===== src/rtl/dff_pkg.sv =====
`default_nettype none
// ============================================================================
//  Module      : dff_pkg
//  Description : Shared constants and width helpers for the D flip-flop
//                delay line family. Provides a constant-foldable ceil(log2)
//                plus the tap-select and occupancy-counter width rules so
//                every file derives identical widths from DEPTH.
//  Contents    : c_default_rst_val - default stage reset/flush value
//                clog2()           - ceil(log2(value)), clog2(1) = 0
//                tap_width()       - max(1, clog2(depth))
//                occ_width()       - clog2(depth + 1)
//  Revision    : 1.0 - initial release
// ============================================================================
package dff_pkg;

    // Default value loaded into every stage on reset or flush.
    localparam int c_default_rst_val = 0;

    // Ceiling log2; used at elaboration time only.
    function automatic int clog2(input int value);
        int result;
        result = 0;
        for (int v = value - 1; v > 0; v = v >> 1) begin
            result++;
        end
        return result;
    endfunction

    // Tap select needs at least one bit, even for a single stage.
    function automatic int tap_width(input int depth);
        return (clog2(depth) < 1) ? 1 : clog2(depth);
    endfunction

    // Occupancy must represent 0..depth inclusive.
    function automatic int occ_width(input int depth);
        return clog2(depth + 1);
    endfunction

endpackage : dff_pkg
`default_nettype wire


===== src/rtl/dff_stage.sv =====
`default_nettype none
// ============================================================================
//  Module      : dff_stage
//  Description : One {valid, data} register of the delay line. Reset is
//                asynchronous; flush is synchronous; both load RST_VAL with
//                valid cleared. Priority: rst > sclr > ce > hold.
//  Ports       : clk      - clock, rising edge
//                rst      - asynchronous reset, active-high
//                ce       - clock enable (0 = hold)
//                sclr     - synchronous flush, active-high
//                d        - data in  (WIDTH)
//                d_valid  - valid tag in
//                q        - registered data out (WIDTH)
//                q_valid  - registered valid tag out
//  Revision    : 1.0 - initial release
// ============================================================================
module dff_stage
    import dff_pkg::*;
#(
    parameter int               WIDTH   = 8,
    parameter logic [WIDTH-1:0] RST_VAL = WIDTH'(c_default_rst_val)
) (
    input  logic             clk,
    input  logic             rst,
    input  logic             ce,
    input  logic             sclr,
    input  logic [WIDTH-1:0] d,
    input  logic             d_valid,
    output logic [WIDTH-1:0] q,
    output logic             q_valid
);

    logic [WIDTH-1:0] r_data;
    logic             r_valid;

    always_ff @(posedge clk or posedge rst) begin
        if (rst) begin
            r_data  <= RST_VAL;
            r_valid <= 1'b0;
        end else if (sclr) begin
            // Flush wins over enable; the incoming word is dropped.
            r_data  <= RST_VAL;
            r_valid <= 1'b0;
        end else if (ce) begin
            r_data  <= d;
            r_valid <= d_valid;
        end
    end

    assign q       = r_data;
    assign q_valid = r_valid;

endmodule : dff_stage
`default_nettype wire


===== src/rtl/dff_delay_line.sv =====
`default_nettype none
// ============================================================================
//  Module      : dff_delay_line
//  Description : Parametrised multi-stage D flip-flop delay line. WIDTH-bit
//                data plus a valid tag are delayed by DEPTH clock-enabled
//                cycles. Includes synchronous flush, a runtime tap onto any
//                stage and a running count of valid entries in flight.
//  Ports       : clk       - clock, rising edge
//                rst       - asynchronous reset, active-high
//                ce        - clock enable; 0 = all stages and occ hold
//                sclr      - synchronous flush, active-high
//                d         - data into stage 0 (WIDTH)
//                d_valid   - valid tag travelling with d
//                tap_sel   - runtime stage select for tap_q (TAP_W)
//                q         - last stage data (stage DEPTH-1)
//                q_valid   - last stage valid tag
//                tap_q     - data of stage tap_sel
//                tap_valid - valid tag of stage tap_sel
//                occ       - number of stages holding valid=1 (OCC_W)
//  Revision    : 1.0 - initial release
// ============================================================================
module dff_delay_line
    import dff_pkg::*;
#(
    parameter int               WIDTH   = 8,
    parameter int               DEPTH   = 4,
    parameter logic [WIDTH-1:0] RST_VAL = WIDTH'(c_default_rst_val),
    localparam int              TAP_W   = tap_width(DEPTH),
    localparam int              OCC_W   = occ_width(DEPTH)
) (
    input  logic             clk,
    input  logic             rst,
    input  logic             ce,
    input  logic             sclr,
    input  logic [WIDTH-1:0] d,
    input  logic             d_valid,
    input  logic [TAP_W-1:0] tap_sel,
    output logic [WIDTH-1:0] q,
    output logic             q_valid,
    output logic [WIDTH-1:0] tap_q,
    output logic             tap_valid,
    output logic [OCC_W-1:0] occ
);

    // ------------------------------------------------------------------
    // Register chain
    // ------------------------------------------------------------------
    logic [WIDTH-1:0] w_data [DEPTH];
    logic [DEPTH-1:0] w_valid;

    for (genvar g = 0; g < DEPTH; g++) begin : g_stage
        logic [WIDTH-1:0] w_stage_d;
        logic             w_stage_dv;

        if (g == 0) begin : g_head
            assign w_stage_d  = d;
            assign w_stage_dv = d_valid;
        end else begin : g_body
            assign w_stage_d  = w_data[g-1];
            assign w_stage_dv = w_valid[g-1];
        end

        dff_stage #(
            .WIDTH   (WIDTH),
            .RST_VAL (RST_VAL)
        ) u_stage (
            .clk     (clk),
            .rst     (rst),
            .ce      (ce),
            .sclr    (sclr),
            .d       (w_stage_d),
            .d_valid (w_stage_dv),
            .q       (w_data[g]),
            .q_valid (w_valid[g])
        );
    end

    assign q       = w_data[DEPTH-1];
    assign q_valid = w_valid[DEPTH-1];

    // ------------------------------------------------------------------
    // Occupancy counter
    // Tracked incrementally instead of a popcount: one valid enters at
    // stage 0 and one leaves from the last stage per enabled edge, so the
    // count moves by at most one and a simultaneous in/out leaves it alone.
    // Because it mirrors the stage valids exactly it can neither exceed
    // DEPTH nor drop below zero.
    // ------------------------------------------------------------------
    logic [OCC_W-1:0] r_occ;
    logic [OCC_W-1:0] w_occ_next;

    always_comb begin
        w_occ_next = r_occ;
        if (d_valid && !w_valid[DEPTH-1]) begin
            w_occ_next = r_occ + 1'b1;
        end else if (!d_valid && w_valid[DEPTH-1]) begin
            w_occ_next = r_occ - 1'b1;
        end
    end

    always_ff @(posedge clk or posedge rst) begin
        if (rst) begin
            r_occ <= '0;
        end else if (sclr) begin
            r_occ <= '0;
        end else if (ce) begin
            r_occ <= w_occ_next;
        end
    end

    assign occ = r_occ;

    // ------------------------------------------------------------------
    // Tap mux
    // Selects beyond the last stage (possible when DEPTH is not a power
    // of two, or DEPTH=1) fall through to the reset value with valid low.
    // ------------------------------------------------------------------
    always_comb begin
        tap_q     = RST_VAL;
        tap_valid = 1'b0;
        for (int i = 0; i < DEPTH; i++) begin
            if (tap_sel == TAP_W'(i)) begin
                tap_q     = w_data[i];
                tap_valid = w_valid[i];
            end
        end
    end

endmodule : dff_delay_line
`default_nettype wire

===== config.mk =====
export PLATFORM = sky130hd
export DESIGN_NAME = dff_delay_line
export DESIGN_NICKNAME = d
export VERILOG_FILES = /design/src/rtl/dff_pkg.sv /design/src/rtl/dff_stage.sv /design/src/rtl/dff_delay_line.sv
export SDC_FILE = /design/constraint.sdc
export NUM_CORES = 1
export LEC_CHECK = 0
export CAP_MARGIN = 40
export CORE_AREA = 2 2 65 67
export CTS_CLUSTER_SIZE = 40
export DETAILED_ROUTE_END_ITERATION = 8
export DIE_AREA = 0 0 67 69
export GPL_ROUTABILITY_DRIVEN = 1
export PLACE_DENSITY = 0.87
export SYNTH_ARGS = -nofsm -noshare
export SYNTH_HDL_FRONTEND = slang
export SYNTH_HIERARCHICAL = 1
export SYNTH_SLANG_ARGS = --single-unit
export TNS_END_PERCENT = 50

===== constraint.sdc =====
create_clock -name clk -period 1.9 [get_ports clk]
set_clock_uncertainty 0.05 [all_clocks]
set_input_delay 0.38 -clock clk [delete_from_list [all_inputs] [get_ports clk]]
set_output_delay 0.38 -clock clk [all_outputs]
set_load 0.01 [all_outputs]

==> key figures <==
Outcome
  – Status: finished, final reports clean

Global route
  – Total congestion overflow: 0
  – First-pass GRT wire length: about 7000 um
  – Largest net degree at the start of global routing: 33
  – Total GRT Usage: 20.36%
  – Vias in the first global route: ~1400
  – Antenna violations before repair: 0

Floorplan
  – Total Die Area: ~4600 um^2
  – Number of cell rows: 23
  – Die W: around 67 um
  – Die height: around 69 um
  – Area of the core: 3914 um^2
  – Starting density of the core: about half
  – Number of I/O pins: 36

Yosys
  – Ys async rst share: between 90% and 100%
  – Synth Warn #: 6
  – Synth Cell Area: about 1900 um^2
  – Mapped Nets: 170
  – Most instantiated library cell after synthesis: nor2_1
  – Leading area contributor after synthesis: dfrtp_1
  – Top FF cell, synth: dfrtp_1
  – Seq/Total Area, Yosys: between 50% and 60%
  – Top post-synthesis cells by area: dfrtp_1, mux2i_1, mux4_2, nor2_1, buf_6
  – Most instantiated cells after synthesis: nor2_1, dfrtp_1, mux2i_1
  – Post-synth EDFFs: 0
  – Yosys reg bits: 39
  – Cells after synthesis: 154
  – Post-synthesis cell type count: 17
  – Syn Area/Cell: ~12 um^2
  – Synth top area share: just over 50%

Drt
  – DRT Wirelength: around 4100 um
  – Post-route ant nets: 0
  – Vias/cell: between 5 and 6
  – Remaining DRCs: 0
  – Vias: 1326
  – DR WL/cell: 16.50 um
  – Initial DRC Count: 93
  – Router iterations before antenna repair: 4

STA
  – Period utilization: between 90% and 100%
  – Final Max Slew Viols: 0
  – Period minus WS final: approximately 1.9 ns
  – Slew @ Worst Pin: between 0.3 and 0.4 ns
  – Final setup fails: 0
  – RSZ-0062 raised after global routing: false
  – Fmax: 0.5332 GHz
  – Worst Hold Slack: ~0.36 ns
  – Hold Fails Final Rpt: 0
  – Setup ws final: about 0.024 ns
  – Slew HR: between 70% and 80%
  – Final setup TNS: 0 ns

CTS
  – Clock insertion delay at the later pin of the skew report: 0.29 ns
  – Clk buf depth: 2
  – Clock slew at reported path FFs: roughly 0.080 ns
  – Quantity of hold-fixing buffers added after cts: 0
  – CTS tree: built
  – Num CTS Buffers: 5
  – CTS root buf: clkbuf_8
  – Clk sinks: 39
  – Htree depth: 2

Placement
  – Placed Instance Area: ~2300 um^2
  – Detailed Place HPWL: 2762 um
  – Pre-CTS worst setup slack: -0.5892 ns
  – PortBufs: 35
  – GP Congestion: about 0.75
  – Placed Cells incl. Taps: ~240

Pwr
  – Peak supply drop: about 0.50 mV
  – PnR Total Power: between 1.5 and 2 mW
  – Leak Pwr: around 1.2 nW
  – PD cells: around 730 nW/um^2

Setup path
  – CP arrival: roughly 1.5 ns
  – Worst Path Class, Setup: primary input to output port
  – Crit end category: output port
  – Crit-path max FO: 4
  – Critical Path RT: around 1.5 ns
  – CP startpoint kind: primary input
  – R2R depth: 6

Finish
  – Non-Filler Instances: ~250
  – Share of cells above drive strength 1: a little over a fifth
  – Core Util, Final: a little over three fifths
  – Final Cell Area: about 2400 um^2
  – Layout Nets: 211
  – Ant diodes: 0
  – Syn-to-layout area delta: 28.62%

Run
  – Max-Cap Viols: 0

Worst hold path
  – Hold/Removal Path Class: primary input to async pin
-- state kept, by name (all words and copies together), names as in the netlist --
| register | count |
|---|---|
| g_stage.u_stage/q_valid | 4 |
| occ | 3 |
| g_stage.u_stage/q | 32 |
-- path summary, 6_finish.rpt --
check	from	endpoint	slack (ns)
setup / recovery	tap_sel[0]	tap_q[0]	0.02
max in group asynchronous	rst	g_stage[3].u_stage/q[5]$_DFFE_PP0P_	1.06
setup reg to reg	g_stage[3].u_stage/q_valid$_DFFE_PP0P_	occ[2]$_DFFE_PP0P_	0.10
min in group clk	d_valid	g_stage[0].u_stage/q_valid$_DFFE_PP0P_	0.46
hold reg to reg	g_stage[2].u_stage/q[2]$_DFFE_PP0P_	g_stage[3].u_stage/q[2]$_DFFE_PP0P_	0.49
hold / removal	rst	occ[2]$_DFFE_PP0P_	0.36
-- layout by cell type (no fill, tap or decap) --
cell             Yosys  layout
fa_1                 1       1
mux4_2               9       9
nand2b_1             2       2
dfrtp_1             39      39
a21boi_2             1       1
inv_1                8       8
mux2i_1             36      36
buf_6                5       1
nor2b_1              1       1
buf_2                0       9
clkbuf_8             0       5
dlymetal6s2s_1       0       1
bufbuf_16            0       1
clkinv_2             0       1
o22ai_2              0       1
nand2_1              1       1
nor2_1              41      41
clkdlybuf4s50_1      0      22
bufinv_16            0       1
dlygate4sd2_1        0       1
clkinv_4             0       1
buf_12               0       3
buf_4                0       5
nand2b_2             1       1
mux2_2               2       3
clkdlybuf4s15_2      0       1
-- power by group --
part / switching [mW] / internal, mW / leakage [nW]
Clock: 0.294 / 0.391 / 0.0581
Sequential: 0.0234 / 0.855 / 0.535
Combinational: 0.109 / 0.124 / 0.635
-- final cells by class --
type                       count  area [um^2]
clock buffer                   5        68.82
clock inverter                 3        43.79
fill                         316         1468
inverter                       8        30.03
multi-input combinational     97        825.8
sequential                    39        975.9
tap                           50        62.56
timing repair buffer          44        439.2
-- layer usage --
metal,GRT usage [%],share of wire [%]
met1,29.20,45
met2,29.37,48
met3,4.241,4.2
met4,9.751,3.1
met5,0,0
-- kinds of logic after synthesis --
kind of cell,Yosys count,synth area share [%]
muxes,48,31.38
and+or+nand+nor,46,9.737
DFF,39,51.32
buffers and inverters,18,5.591
AOI/OAI and AO/OA,2,0.9212
adders and majority gates,1,1.053
-- timing repair --
| action | CTS | global route |
|---|---|---|
| endpoints found under the setup margin | 9 | 1 |
| cloned | 1 | 0 |
| setup buffers | 0 | 1 |
| resized for setup | 41 | 3 |
| hold endpoints to repair | 0 | 0 |
-- worst max-delay path, stage by stage --
cell and delay (ns):
buf_2 0.12, bufbuf_16 0.26, mux4_2 0.52, buf_2 0.16
Power figures use the tool's default switching activity.
==> RTL change 1, RTL diff (same flow settings) <==
`WIDTH` is set to 8 in 2 places; all go to 10.
--- a/src/rtl/dff_stage.sv
+++ b/src/rtl/dff_stage.sv
@@ -18,5 +18,5 @@
     import dff_pkg::*;
 #(
-    parameter int               WIDTH   = 8,
+    parameter int               WIDTH   = 10,
     parameter logic [WIDTH-1:0] RST_VAL = WIDTH'(c_default_rst_val)
 ) (
--- a/src/rtl/dff_delay_line.sv
+++ b/src/rtl/dff_delay_line.sv
@@ -23,5 +23,5 @@
     import dff_pkg::*;
 #(
-    parameter int               WIDTH   = 8,
+    parameter int               WIDTH   = 10,
     parameter int               DEPTH   = 4,
     parameter logic [WIDTH-1:0] RST_VAL = WIDTH'(c_default_rst_val),
Ports: changed (resized d, q and tap_q); port bits go from 36 to 42. The function was not compared with the original's and may differ.
==> RTL change 1 against the unedited design <==
Wire length up 31%. Largest cell class unchanged. Total power up 8.2%. Highest routed layer unchanged. Design area up 20%. Setup slack better by 0.0067 ns. Area after synthesis up 19%. Register-to-register slack better by 0.08 ns. Sequential cell count up 8. Critical path type is now register to output port. Via count up 17%.
==> RTL change 1: results (changes against the unedited design) <==
* Status: completed
* Worst vdd ir at 0.519 mV (+4.5%)
* Synth cell count leaders: nor2_1, dfrtp_1, mux2i_1
* Fin nets at 251 (+19%)
* Placed cell area at 2800 um2 (+20%)
* WL met3 at 227 um (+33%)
* Synth Area in Adders at 0.00886 (-0.00166)
* Routability cong. at 0.777 (+3.2%)
* Wl on met1 at 2.38 mm (+32%)
* Fraction of layout cells with a size suffix above 1 at 0.235 (+0.0157)
* Vias in the first global route at 1632 (+14%)
* Routed vias/inst at 5.48 (+1.6%)
* Fin cells at 284 (+15%)
* Post-CTS resize count at 43 (+4.9%)
* Post-Synthesis Cells at 180 (+17%)
* Synth cell types at 16 (-1)
* GRT met3 Usage at 0.0522 (+0.00979)
* Post-Syn Area at 2260 um2 (+19%)
* First-pass GRT wire length at 8.71 mm (+22%)
* CP Max Fanout at 3 (-1)
* Compound-Gate Fraction of Synth Area at 0.00776 (-0.00145)
* GR Layer Usage met2 at 0.377 (+0.0836)
* Slew headroom at 0.646 (-0.108)
* Dpl cells at 274 (+16%)
* Largest register FFs at 40 (+25%)
* DRT iter0 DRCs at 76 (-18%)
* Internal power at 1.45 mW (+5.5%)
* Synth area leaders: dfrtp_1, mux2i_1, mux4_2
* Met1 GRT Util at 0.375 (+0.0828)
* Sequential area share after synthesis at 0.521 (+0.00762)
* Final Util at 0.747 (+0.122)
* Metal2 WL at 2.54 mm (+30%)
==> RTL change 1: cell types whose count changed in the layout (fill, tap and decap cells not counted), sizes merged, moves of 2 or more <==
cell	delta
mux4	+2
dfrtp	+8
clkdlybuf4s50	+5
nor2	+8
mux2i	+8
clkdlybuf4s15	+4
clkbuf	+2
buf	+3
clkinvlp	+2
==> RTL change 1: cells by family after synthesis <==
family                   Yosys count
multiplexers                      58
AND/OR/NAND/NOR                   54
adder cells (fa/ha/maj)            1
flip-flops                        47
buffers and inverters             18
AO/OA/AOI/OAI                      2
==> RTL change 1: cell type report <==
type                       instances  area share
sequential                        47       0.402
inverter                           8      0.0103
clock buffer                       5      0.0235
timing repair buffer              56       0.198
multi-input combinational        115       0.338
clock inverter                     3     0.00684
tap                               50      0.0214
==> RTL change 1: worst reg2reg max path, stage by stage (launching register included) <==
cell and delay, ns:
dfrtp_1 0.40, nand2b_1 0.14, inv_1 0.05, fa_2 0.33, nand2b_4 0.15, o22ai_2 0.14, mux2_2 0.35
==> RTL change 1: worst max-delay path by stage <==
stage               slack, ns                        from        to
floorplan                0.10  g_stage[3].u_stage/q_valid    occ[2]
global placement        -0.63                  tap_sel[0]  tap_q[1]
detailed placement      -0.65                  tap_sel[0]  tap_q[2]
CTS                     0.002                  tap_sel[1]  tap_q[3]
global route            0.002     g_stage[3].u_stage/q[1]  tap_q[1]
finish                   0.03     g_stage[3].u_stage/q[1]  tap_q[1]
==> RTL change 1: power by group through the flow <==
| stage | Clock, mW | Sequential (mW) | Combinational [mW] |
|---|---|---|---|
| finish | 0.589 | 1.06 | 0.298 |
| global route | 0.650 | 1.06 | 0.322 |
| CTS | 0.599 | 1.06 | 0.296 |
| detailed placement | 0 | 1.08 | 0.283 |
| global placement | 0 | 1.08 | 0.277 |
| floorplan | 0 | 1.07 | 0.159 |
==> RTL change 2, RTL diff (same settings) <==
Made on the original files. Put one more register stage on the output `occ`, with the module's reset. The value now appears one clock later. The other outputs are not delayed to match.
--- a/src/rtl/dff_delay_line.sv
+++ b/src/rtl/dff_delay_line.sv
@@ -109,5 +109,11 @@
     end
 
-    assign occ = r_occ;
+    always_ff @(posedge clk or posedge rst) begin
+        if (rst) begin
+            occ <= '0;
+        end else begin
+            occ <= r_occ;
+        end
+    end
 
     // ------------------------------------------------------------------
Check against the original RTL: not equivalent (a bounded check fails within 4 cycles, from zero or initial values and one cycle with rst high).
==> RTL change 2 against the unedited design <==
Area after synthesis grew 4.4%. Synthesized cell count grew 1.9%. Total power shrank 4.8%. Sequential power grew 8.0%. Design area grew 2.5%. Sequential share of layout area grew 2.0 points. Setup slack gained 0.025 ns. Global-route usage shrank 0.11 points. Sequential cell count grew 3. Wire length is essentially flat. Final cell count grew 0.41%. Largest cell class unchanged. Largest power group unchanged.
==> RTL change 2: results (changes against the unedited design) <==
* Status: completed
* Hold/Removal Path Class: register to register
* DRT iter0 DRCs at 41 (-56%)
* Tmin final at 1.85 ns (-0.0250 ns)
* Part of the power in combinational logic at 0.137 (+0.007)
* Clock power frac at 0.308 (-0.073)
* Routability cong. at 0.828 (+9.9%)
* Wl on met1 at 1.75 mm (-3.3%)
* GR Layer Usage met2 at 0.304 (+0.00990)
* Synth async-reset ratio at 1.00 (unchanged)
* Placed cell area at 2400 um2 (+3.3%)
* Crit path arrival time at 1.42 ns (-0.03 ns)
* Clk buf depth at 2 (unchanged)
* Largest net degree at the start of global routing at 37 (+12%)
* Leakage at 1.25 nW (+1.7%)
* Worst Reg-to-Reg Cells at 6 (unchanged)
* R2R Path End: r_occ[2]
* Synth cell count leaders: dfrtp_1, nor2_1, mux2i_1
* Antenna violations before repair at 0 (unchanged)
* Tot GR Track Use at 0.203 (-0.00107)
* DRT Pass-1 Iters at 4 (unchanged)
* Placement Setup Slack at -0.594 ns (-0.00484 ns)
* Synth area leaders: dfrtp_1, mux2i_1, mux4_2
* Routed vias/inst at 5.28 (-2.1%)
* CTS Buf Count at 5 (unchanged)
* CP Capture Point: tap_q[4]
* Measured slew at the worst slew-check pin at 0.372 ns (+0.00416 ns)
* Number of flops mapped to enable cells by yosys at 0 (unchanged)
* Hold depth at 0
* CP startpoint: g_stage[3].u_stage/q[4]
* Sequential area share after synthesis at 0.529 (+0.0161)
* Mapped Nets at 173 (+1.8%)
* Worst vdd ir at 0.546 mV (+9.9%)
* Fraction of layout cells with a size suffix above 1 at 0.203 (-0.0163)
* First-pass GRT wire length at 6.93 mm (-2.5%)
* CP Max Fanout at 3 (-1)
* H-tree Lvls at 2 (unchanged)
* Total Routed Length at 4.06 mm (about the same)
* Final HPWL DP at 3.00 mm (+8.5%)
* Fin nets at 213 (+0.95%)
* Top Layer Used: met4
* Port buffer count at 35 (unchanged)
* Internal power at 1.29 mW (-5.5%)
* WL met3 at 155 um (-9.4%)
* # diodes at 0 (unchanged)
* GRT met3 Usage at 0.0392 (-0.00326)
* Vias in the first global route at 1403 (-1.8%)
* Synth cell types at 18 (+1)
* Met1 GRT Util at 0.271 (-0.0208)
* Metal2 WL at 2.02 mm (+3.6%)
RTL change 2: cell types whose count changed in the layout (fill, tap and decap cells not counted), moves of 2 or more:
cell             before  now
buf_2                 9    6
clkdlybuf4s15_2       1    4
dfrtp_1              39   42
mux2_2                3    0
mux2_1                0    2
RTL change 2: cell families after synthesis:
logic type,Yosys count,share of synthesized area
AOI/OAI and AO/OA,2,0.00882
adders and majority gates,1,0.0101
buffers and inverters,18,0.0536
DFF,42,0.529
muxes,48,0.302
and+or+nand+nor,46,0.0958
RTL change 2: worst min-delay path by stage:
| stage | slack, ns | startpoint | endpoint |
|---|---|---|---|
| after floorplan | 0.12 | rst | occ[0] |
| after global placement | 0.31 | r_occ[1] | occ[1] |
| after detailed placement | 0.34 | r_occ[0] | occ[0] |
| after CTS | 0.36 | r_occ[0] | occ[0] |
| after global routing | 0.36 | r_occ[1] | occ[1] |
| final | 0.35 | r_occ[0] | occ[0] |
RTL change 2: through the flow:
stage	std cells	setup TNS, ns
floorplan	157	0
global placement	238	-5.34
CTS	246	0
detailed placement	238	-5.58
global route	247	0
finish	247	0
RTL change 2: timing repair:
| action | 4_1_cts | 5_1_grt |
|---|---|---|
| buffers inserted | 0 | 1 |
| gates resized for setup | 39 | 1 |
| setup endpoints to repair | 10 | 1 |
| gates cloned | 1 | 0 |
RTL change 2: area by class of cell:
| class | count | area (um2) |
|---|---|---|
| multi-input combinational | 97 | 835 |
| clock buffer | 5 | 68.8 |
| fill | 307 | 1410 |
| tap | 50 | 62.6 |
| timing repair buffer | 43 | 450 |
| sequential | 42 | 1050 |
| clock inverter | 2 | 10.0 |
| inverter | 8 | 30.0 |
RTL change 2: critical path: stages (launching register included):
cell	delay, ns
dfrtp_1	0.42
mux4_2	0.47
clkdlybuf4s15_2	0.24
